$ cat src/rtl/fft_frame_sequencer.sv
// Frame sequencer for a streaming FFT: combinational pass-through in RUN, zero-fill FLUSH, output framing by i_fft_sync.
// Zero latency on the input path; o_in_ready drops outside RUN, and the source holds its sample until it is accepted.
module fft_frame_sequencer #(
  parameter int LGSIZE = 12,
  parameter int IWIDTH = 16,
  parameter int LGTMO  = LGSIZE + 2
) (
  input  logic                i_clk,
  input  logic                i_reset_n,
  input  logic                i_start,
  input  logic                i_stop,
  input  logic [15:0]         i_frames,
  input  logic                i_in_valid,
  input  logic [2*IWIDTH-1:0] i_in_data,
  output logic                o_in_ready,
  output logic                o_ce,
  output logic [2*IWIDTH-1:0] o_fft_data,
  output logic                o_fft_sync,
  input  logic                i_fft_sync,
  output logic                o_out_valid,
  output logic                o_out_first,
  output logic                o_out_last,
  output logic                o_busy,
  output logic                o_err
);

  typedef enum logic [1:0] {IDLE, RUN, FLUSH} state_t;

  localparam logic [LGSIZE-1:0] IDX_LAST = '1;
  localparam logic [LGTMO-1:0]  TMO_LAST = '1;

  state_t            state_q, state_d;
  logic [15:0]       frames_q, frames_d;
  logic [LGSIZE-1:0] idx_q, idx_d;
  logic [15:0]       in_frm_q, in_frm_d;
  logic [LGSIZE-1:0] bin_q, bin_d;
  logic [15:0]       out_frm_q, out_frm_d;
  logic              out_act_q, out_act_d;
  logic              err_q, err_d;
  logic              stop_pend_q, stop_pend_d;
  logic [LGTMO-1:0]  tmo_q, tmo_d;
  logic              ce_dly_q;

  logic              frm_ok;
  logic              stop_now;
  logic [LGSIZE-1:0] eff_bin;

  always_comb begin
    state_d     = state_q;
    frames_d    = frames_q;
    idx_d       = idx_q;
    in_frm_d    = in_frm_q;
    bin_d       = bin_q;
    out_frm_d   = out_frm_q;
    out_act_d   = out_act_q;
    err_d       = err_q;
    stop_pend_d = stop_pend_q;
    tmo_d       = tmo_q;
    stop_now    = 1'b0;
    o_in_ready  = 1'b0;
    o_ce        = 1'b0;
    o_fft_data  = '0;

    case (state_q)
      RUN: begin
        o_in_ready = 1'b1;
        o_ce       = i_in_valid;
        o_fft_data = i_in_data;
      end
      FLUSH:   o_ce = 1'b1;
      default: ;
    endcase

    o_fft_sync = o_ce && (idx_q == '0);
    o_busy     = (state_q != IDLE);
    o_err      = err_q;

    // A sync arriving where bin 0 was not expected realigns the bin counter.
    frm_ok      = (frames_q == 16'd0) || (out_frm_q < frames_q);
    eff_bin     = i_fft_sync ? '0 : bin_q;
    o_out_valid = o_busy && ce_dly_q && (out_act_q || i_fft_sync) && frm_ok;
    o_out_first = o_out_valid && i_fft_sync;
    o_out_last  = o_out_valid && (eff_bin == IDX_LAST);

    if (o_out_valid) begin
      bin_d = eff_bin + 1'b1;
      if (i_fft_sync) out_act_d = 1'b1;
    end
    if (o_out_last) out_frm_d = out_frm_q + 16'd1;

    if (o_ce) begin
      idx_d = idx_q + 1'b1;
      if (idx_q == IDX_LAST) in_frm_d = in_frm_q + 16'd1;
    end

    case (state_q)
      IDLE: begin
        if (i_start) begin
          state_d     = RUN;
          frames_d    = i_frames;
          idx_d       = '0;
          in_frm_d    = 16'd0;
          bin_d       = '0;
          out_frm_d   = 16'd0;
          out_act_d   = 1'b0;
          err_d       = 1'b0;
          stop_pend_d = 1'b0;
          tmo_d       = '0;
        end
      end
      RUN: begin
        stop_now = i_stop || stop_pend_q;
        if (o_ce && (idx_q == IDX_LAST)) begin
          if (stop_now || ((frames_q != 16'd0) && (in_frm_q == frames_q - 16'd1))) begin
            state_d     = FLUSH;
            tmo_d       = '0;
            stop_pend_d = 1'b0;
            if (stop_now) frames_d = in_frm_q + 16'd1;
          end
        end else if (i_stop && !o_ce && (idx_q == '0)) begin
          // Stop on a frame boundary: nothing partial to finish.
          frames_d    = in_frm_q;
          stop_pend_d = 1'b0;
          tmo_d       = '0;
          state_d     = (in_frm_q == 16'd0) ? IDLE : FLUSH;
        end else if (i_stop) begin
          stop_pend_d = 1'b1;
        end
      end
      FLUSH: begin
        if (out_frm_d == frames_q) begin
          state_d = IDLE;
        end else if (tmo_q == TMO_LAST) begin
          err_d   = 1'b1;
          state_d = IDLE;
        end else begin
          tmo_d = tmo_q + 1'b1;
        end
      end
      default: state_d = IDLE;
    endcase

    if (state_d == IDLE) out_act_d = 1'b0;
  end

  always_ff @(posedge i_clk or negedge i_reset_n) begin
    if (!i_reset_n) begin
      state_q     <= IDLE;
      frames_q    <= 16'd0;
      idx_q       <= '0;
      in_frm_q    <= 16'd0;
      bin_q       <= '0;
      out_frm_q   <= 16'd0;
      out_act_q   <= 1'b0;
      err_q       <= 1'b0;
      stop_pend_q <= 1'b0;
      tmo_q       <= '0;
      ce_dly_q    <= 1'b0;
    end else begin
      state_q     <= state_d;
      frames_q    <= frames_d;
      idx_q       <= idx_d;
      in_frm_q    <= in_frm_d;
      bin_q       <= bin_d;
      out_frm_q   <= out_frm_d;
      out_act_q   <= out_act_d;
      err_q       <= err_d;
      stop_pend_q <= stop_pend_d;
      tmo_q       <= tmo_d;
      ce_dly_q    <= o_ce;
    end
  end

endmodule

$ cat config.mk
export PLATFORM = sky130hd
export DESIGN_NAME = fft_frame_sequencer
export DESIGN_NICKNAME = d
export VERILOG_FILES = /design/src/rtl/fft_frame_sequencer.sv
export SDC_FILE = /design/constraint.sdc
export NUM_CORES = 1
export LEC_CHECK = 0
export BUFFER_PORTS_ARGS = -buffer_cell sky130_fd_sc_hd__buf_2
export CAP_MARGIN = 20
export CORE_MARGIN = 2
export CORE_UTILIZATION = 63
export DETAILED_ROUTE_END_ITERATION = 7
export MAX_ROUTING_LAYER = met4
export PLACE_DENSITY = 0.86
export SYNTH_ARGS = -nofsm -noshare
export SYNTH_HDL_FRONTEND = slang
export SYNTH_SLANG_ARGS = --single-unit
$ cat constraint.sdc
create_clock -name i_clk -period 6.7 [get_ports i_clk]
set_input_delay 0.335 -clock i_clk [delete_from_list [all_inputs] [get_ports i_clk]]
set_output_delay 0.335 -clock i_clk [all_outputs]
set_load 0.02 [all_outputs]
[Word level (Yosys, flattened, before mapping)]
Cells that the tools add are included.
Storage, ports and cells
  bits of input ports: 54
  bits in registers: 92
  output and inout port bits: 40
  word-level logic and storage cells: 114
Cells by class
  reduce and logical (&&, ||, !) cells: 29
  $lt $le $gt $ge: 1
  muxes and demuxes: 52
  add/sub/neg operators: 6
  eq/ne operators: 15
Operator list (number)
  16-bit 2-to-1 mux: 12
  12-bit 2-to-1 mux: 7
  14-bit 2-to-1 mux: 6
  14-bit case mux with 3 select lines: 1
  16-bit by 1-bit adder with 16-bit output, second input constant: 2
  16-bit == test: 2
  16-bit logical NOT: 2
  32-bit 2-to-1 mux: 1
  16-bit case mux with 2 select lines: 1
  12-bit by 1-bit adder with 12-bit output, second input constant: 2
  12-bit == test, second input constant: 2
  16-bit < comparator: 1
  16-bit nonzero test: 1
  16-bit by 1-bit subtractor with 16-bit output, second input constant: 1
  14-bit by 1-bit adder with 14-bit output, second input constant: 1
  14-bit == test, second input constant: 1
  2-bit 2-to-1 mux: 7
  1-bit 2-to-1 mux: 13
  12-bit logical NOT: 1
  1-bit logical AND: 10
  3-bit != test, second input constant: 3
  2-bit != test, second input constant: 4
  4-bit AND reduction: 2
  1-bit case mux with 2 select lines: 3
  11 further kinds: 17

[Logic depth before layout (Yosys ltp)]
  depth in word-level cells: 11
  gate-level depth with buffers: 15
  depth with buffers taken out: 13

[Least setup slack after synthesis]
No wires, ideal clock.
  kind: register to register
  start: reg frames_q[11]
  end: reg out_act_q
  cell stages (with the launch flop): 16
  period minus slack after synthesis: 3.725 ns
  path buffers: 2
  library setup time: 0.123 ns
  setup slack: 2.975 ns
  required time: 6.577 ns
  data arrival time: 3.602 ns
  cells stage by stage: dfrtp_1 > buf_2 > inv_1 > ha_1 > and3_1 > a221o_1 > a221oi_1 > and2_1 > buf_2 > mux2_2 > nor4_1 > nand4_1 > nor3_4 > nand3_4 > a41o_1 > o221a_1
On the way
  cells in the longest elaborated chain, start to end: 10
  elaborated cells on any way between the ends: 21
  classes of those cells: add/sub (1); order compare (1); eq/ne (2); mux (9); reduce/logical (8)
Ends and longest elaborated chain
  start: declaration: line 33  | logic [15:0] frames_q, frames_d;
  start signal: assignment: line 161  | frames_q <= frames_d;
  16-bit < comparator / 16-bit logical NOT (equally long branches): line 79  | frm_ok = (frames_q == 16'd0) || (out_frm_q < frames_q);
  1-bit logical OR: line 79
  1-bit logical AND: line 81  | o_out_valid = o_busy && ce_dly_q && (out_act_q || i_fft_sync) && frm_ok;
  1-bit logical AND: line 83  | o_out_last = o_out_valid && (eff_bin == IDX_LAST);
  16-bit 2-to-1 mux: line 89  | if (o_out_last) out_frm_d = out_frm_q + 16'd1;
  16-bit == test: line 131  | if (out_frm_d == frames_q) begin
  2-bit 2-to-1 mux: line 131
  2-bit case mux with 3 select lines: line 96  | case (state_q)
  2-bit logical NOT: line 143  | if (state_d == IDLE) out_act_d = 1'b0;
  1-bit 2-to-1 mux *: line 143
  named net out_act_d: line 38  | logic out_act_q, out_act_d;
  end signal: assignment: line 166  | out_act_q <= out_act_d;
  end: declaration: line 38
The timed path passes the listed nets; every way through them passes the cells marked *.
A chain may end at the register's enable or synchronous reset.

[Final worst setup path]
  start: reg frames_q[9]
  end: reg out_act_q
Same word-level chain as after synthesis.

==> summary.txt <==
Global routing
  – Pin count of the biggest net entering global routing: 75
  – GRT Residual Overflow: 0
  – Total GRT Usage: about a third
  – Antenna violations before repair: 0
  – Vias in the first global route: 5,964
  – Global-route wire length before repair: 29.4 mm

Timing
  – Final Cycle Share: ~63%
  – Slew headroom: 43.4%
  – Final Hold Fails: 0
  – Max-slew violations: 0
  – Fmax: approximately 0.24 GHz
  – Final TNS setup: 0 ns
  – Final Setup Violations: 0
  – RSZ-0062 raised after global routing: no
  – Worst hold slack: approximately 0.25 ns
  – Clk_skew: 0.0104 ns
  – Min Clock Period, post-route: around 4.2 ns
  – Worst slew pin tran: between 0.8 and 0.9 ns

Cells and area
  – Antenna cells: 0
  – Area delta synth->final: 9.75%
  – Commonest non-fill, non-tap cell in the layout: nand2_1
  – Most frequent cells in the layout: nand2_1 (110), nor2_1 (94), dfrtp_1 (92), buf_2 (92), o21ai_0 (57)
  – Area of the multi-input gates: around 4200 sq um
  – Fin cells: around 1.1k
  – Fillers: between 900 and 1k
  – Register area: 2300 sq um
  – Design area: 7540 sq um
  – Nets@finish: about 1k
  – Layout cell share with drive strength beyond 1: 14.3%

Drt
  – DR WL/cell: 16.3 um
  – DRT iter0 DRCs: about 480
  – Final wirelength: between 15 and 20 mm
  – Vias per cell: approximately 5.9
  – Post-DRT Antenna Nets: 0
  – # DRC: 0
  – Vias: around 6.3k
  – Detailed Routing Iterations Pass 1: 5

Place
  – Port-buffer cells: just over 90
  – Dpl cells: about 1.0k
  – Post-DP HPWL: between 10 and 15 mm
  – GPL Wtd Cong: 0.998
  – Post-DP Area: around 7300 sq um

Yosys
  – Yosys warnings: 0
  – Post-synth top flop: dfrtp_1
  – Synth cell types: 74
  – Post-synth ARST share: 100%
  – Syn_nets: 943
  – Seq cells post-synth: 92
  – EDFF count, synth: 0
  – Post-synthesis sequential area ratio: ~34%
  – Average cell area after synthesis: between 7 and 8 sq um
  – Post-Syn Area: 6870 sq um
  – Syn Inst Count: roughly 860

Floorplanning
  – Initial Utilization: around 64%
  – IO Pins: 94
  – Die Y: roughly 110 um
  – Core area: between 10,000 and 15,000 sq um
  – Chip Width: 108 um
  – Die Footprint: roughly 12,000 sq um
  – # rows: 38

CTS
  – Longest Clk Path Bufs: 2
  – Clock latency on the worst-skew pair: about 0.38 ns
  – CTS H-tree depth: 3
  – CTS tree: done
  – Root Buffer: clkbuf_8
  – Post-cts resize count: 0
  – TritonCTS Sinks: 92
  – TritonCTS Buffers: 9
  – Clock-pin slew of the registers on the worst-case setup and hold paths: approximately 0.09 ns
  – Setup repair bufs after CTS: 0

Setup path
  – CP max stage cell: dfrtp_1
  – CP Class: flip-flop to flip-flop
  – Crit path capture type: flip-flop
  – Max incr delay on CP: approximately 0.54 ns
  – Required @ worst endpoint: 6.97 ns
  – Worst r2r path cells: 13
  – Critical Path Fanout Max: 19
  – Critical-path cell list: inv_1, ha_1, and3_1, a221o_1, a221oi_1, a21oi_2, nor4_1, xnor3_1, nand4_1, nor3_4, nand3_4, a41o_1, o221a_1
  – Startpoint type of the worst setup path: flip-flop
  – Crit path arrival time: ~4.5 ns

Power and ir drop
  – Maximum VDD drop: 0.000289 V
  – Pwr dens: roughly 300 nW/um^2
  – Leakage: ~3.5 nW

Hold path
  – Hold Path Class: input pin to flip-flop
  – Hold Path Cell Cnt: 3

Flow run
  – Max Cap Violations: 0

Run status
  – Outcome: complete, no violations
==> layer usage <==
| metal | vias up | routed length, um | global-route usage (%) |
|---|---|---|---|
| li1 | 3090 | - | - |
| met1 | 3013 | 8010 | 45.1 |
| met2 | 187 | 8070 | 48.9 |
| met3 | 26 | 1010 | 4.82 |
| met4 | 0 | 278 | 10.1 |
| met5 | - | 0 | - |
==> final cells by class <==
class                      count  area share, %
inverter                      38           1.89
clock inverter                 3          0.282
multi-input combinational    679           55.8
tap                          140           2.32
timing repair buffer          99           7.06
sequential                    92           30.5
clock buffer                  13           2.11
==> state kept, by name (all words and copies together), names as in the netlist, 2 cells and up <==
register,cells
tmo_q,14
in_frm_q,16
bin_q,12
state_q,2
idx_q,12
frames_q,16
out_frm_q,16
==> where the power goes <==
group	leakage [nW]	switching [mW]	internal, mW
Combinational	2.15	0.676	0.410
Clock	0.0896	0.204	0.156
Sequential	1.26	0.153	0.621
==> synthesized netlist by cell type (3+ instances only) <==
cell type  count  share of area [%]
a211oi_1       5               0.55
dfrtp_1       92                 34
nor3_1        19                1.4
a32o_1         3               0.44
nand2_1      110                6.0
clkbuf_1      32                1.7
a31oi_1        7               0.64
and3_1        28                2.6
buf_2         14                1.0
xor2_1        34                4.3
nor4_1        13                1.2
o211ai_1       3               0.33
a21o_1         6               0.66
o21ai_0       57                4.2
inv_1         38                2.1
o22ai_1        4               0.36
mux2i_1        3               0.44
xnor2_1       46                5.9
and2_1        39                3.6
nand2b_1       3               0.27
ha_1          28                5.1
and4_1         5               0.64
a211o_1        7               0.89
nor2_1        94                5.1
or3_1          7               0.64
a21oi_1       41                3.0
nor3b_1        6               0.66
nand4_1       16                1.5
nor2b_1        8               0.73
a32oi_1        3               0.38
o21ai_1        3               0.22
clkbuf_2       4               0.29
nand3_1       31                2.3
==> through the flow <==
stage	setup slack, ns	power, mW	utilization, %
2_1_floorplan	2.98	1.56	-
5_1_grt	2.20	2.39	70.1
6_report	2.48	2.22	70.1
4_1_cts	2.50	2.19	69.8
3_5_place_dp	2.51	1.83	68.1
3_3_place_gp	2.61	1.81	68.1
==> worst paths after layout <==
path / from / endpoint / slack, ns
setup / recovery: frames_q[9]$_DFFE_PN0P_ / out_act_q$_DFF_PN0_ / 2.48
max in group asynchronous: i_reset_n / bin_q[1]$_DFF_PN0_ / 5.15
setup reg to reg: frames_q[9]$_DFFE_PN0P_ / out_act_q$_DFF_PN0_ / 2.48
hold reg to reg: tmo_q[11]$_DFFE_PN0P_ / tmo_q[11]$_DFFE_PN0P_ / 0.53
hold / removal: i_frames[6] / frames_q[6]$_DFFE_PN0P_ / 0.25
min in group asynchronous: i_reset_n / frames_q[7]$_DFFE_PN0P_ / 0.43
==> logic make-up (layout without fill, tap and decap cells) <==
group / count (synthesis) / count (layout) / synth area share, %
fa+ha+maj: 28 / 28 / 5.10
buf+inv: 90 / 153 / 5.30
xor+xnor: 82 / 82 / 10.9
compound gates: 167 / 167 / 15.5
simple gates: 397 / 397 / 29.0
mux: 5 / 5 / 0.765
flops: 92 / 92 / 33.5
==> critical path, delay by kind of cell, from the launching register on <==
| kind | cells | cell delay, ns |
|---|---|---|
| xor gates and xnor gates | 1 | 0.23 |
| AOI/OAI and AO/OA | 5 | 1.50 |
| adders and majority gates | 1 | 0.29 |
| DFF | 1 | 0.54 |
| buffers and inverters | 1 | 0.08 |
| and+or+nand+nor | 5 | 1.46 |
==> what timing repair did <==
item                       in CTS  in global routing
hold endpoints to repair       32                  0
setup endpoints to repair       0                  0
hold buffers                    1                  0
Power figures use the tool's default switching activity.
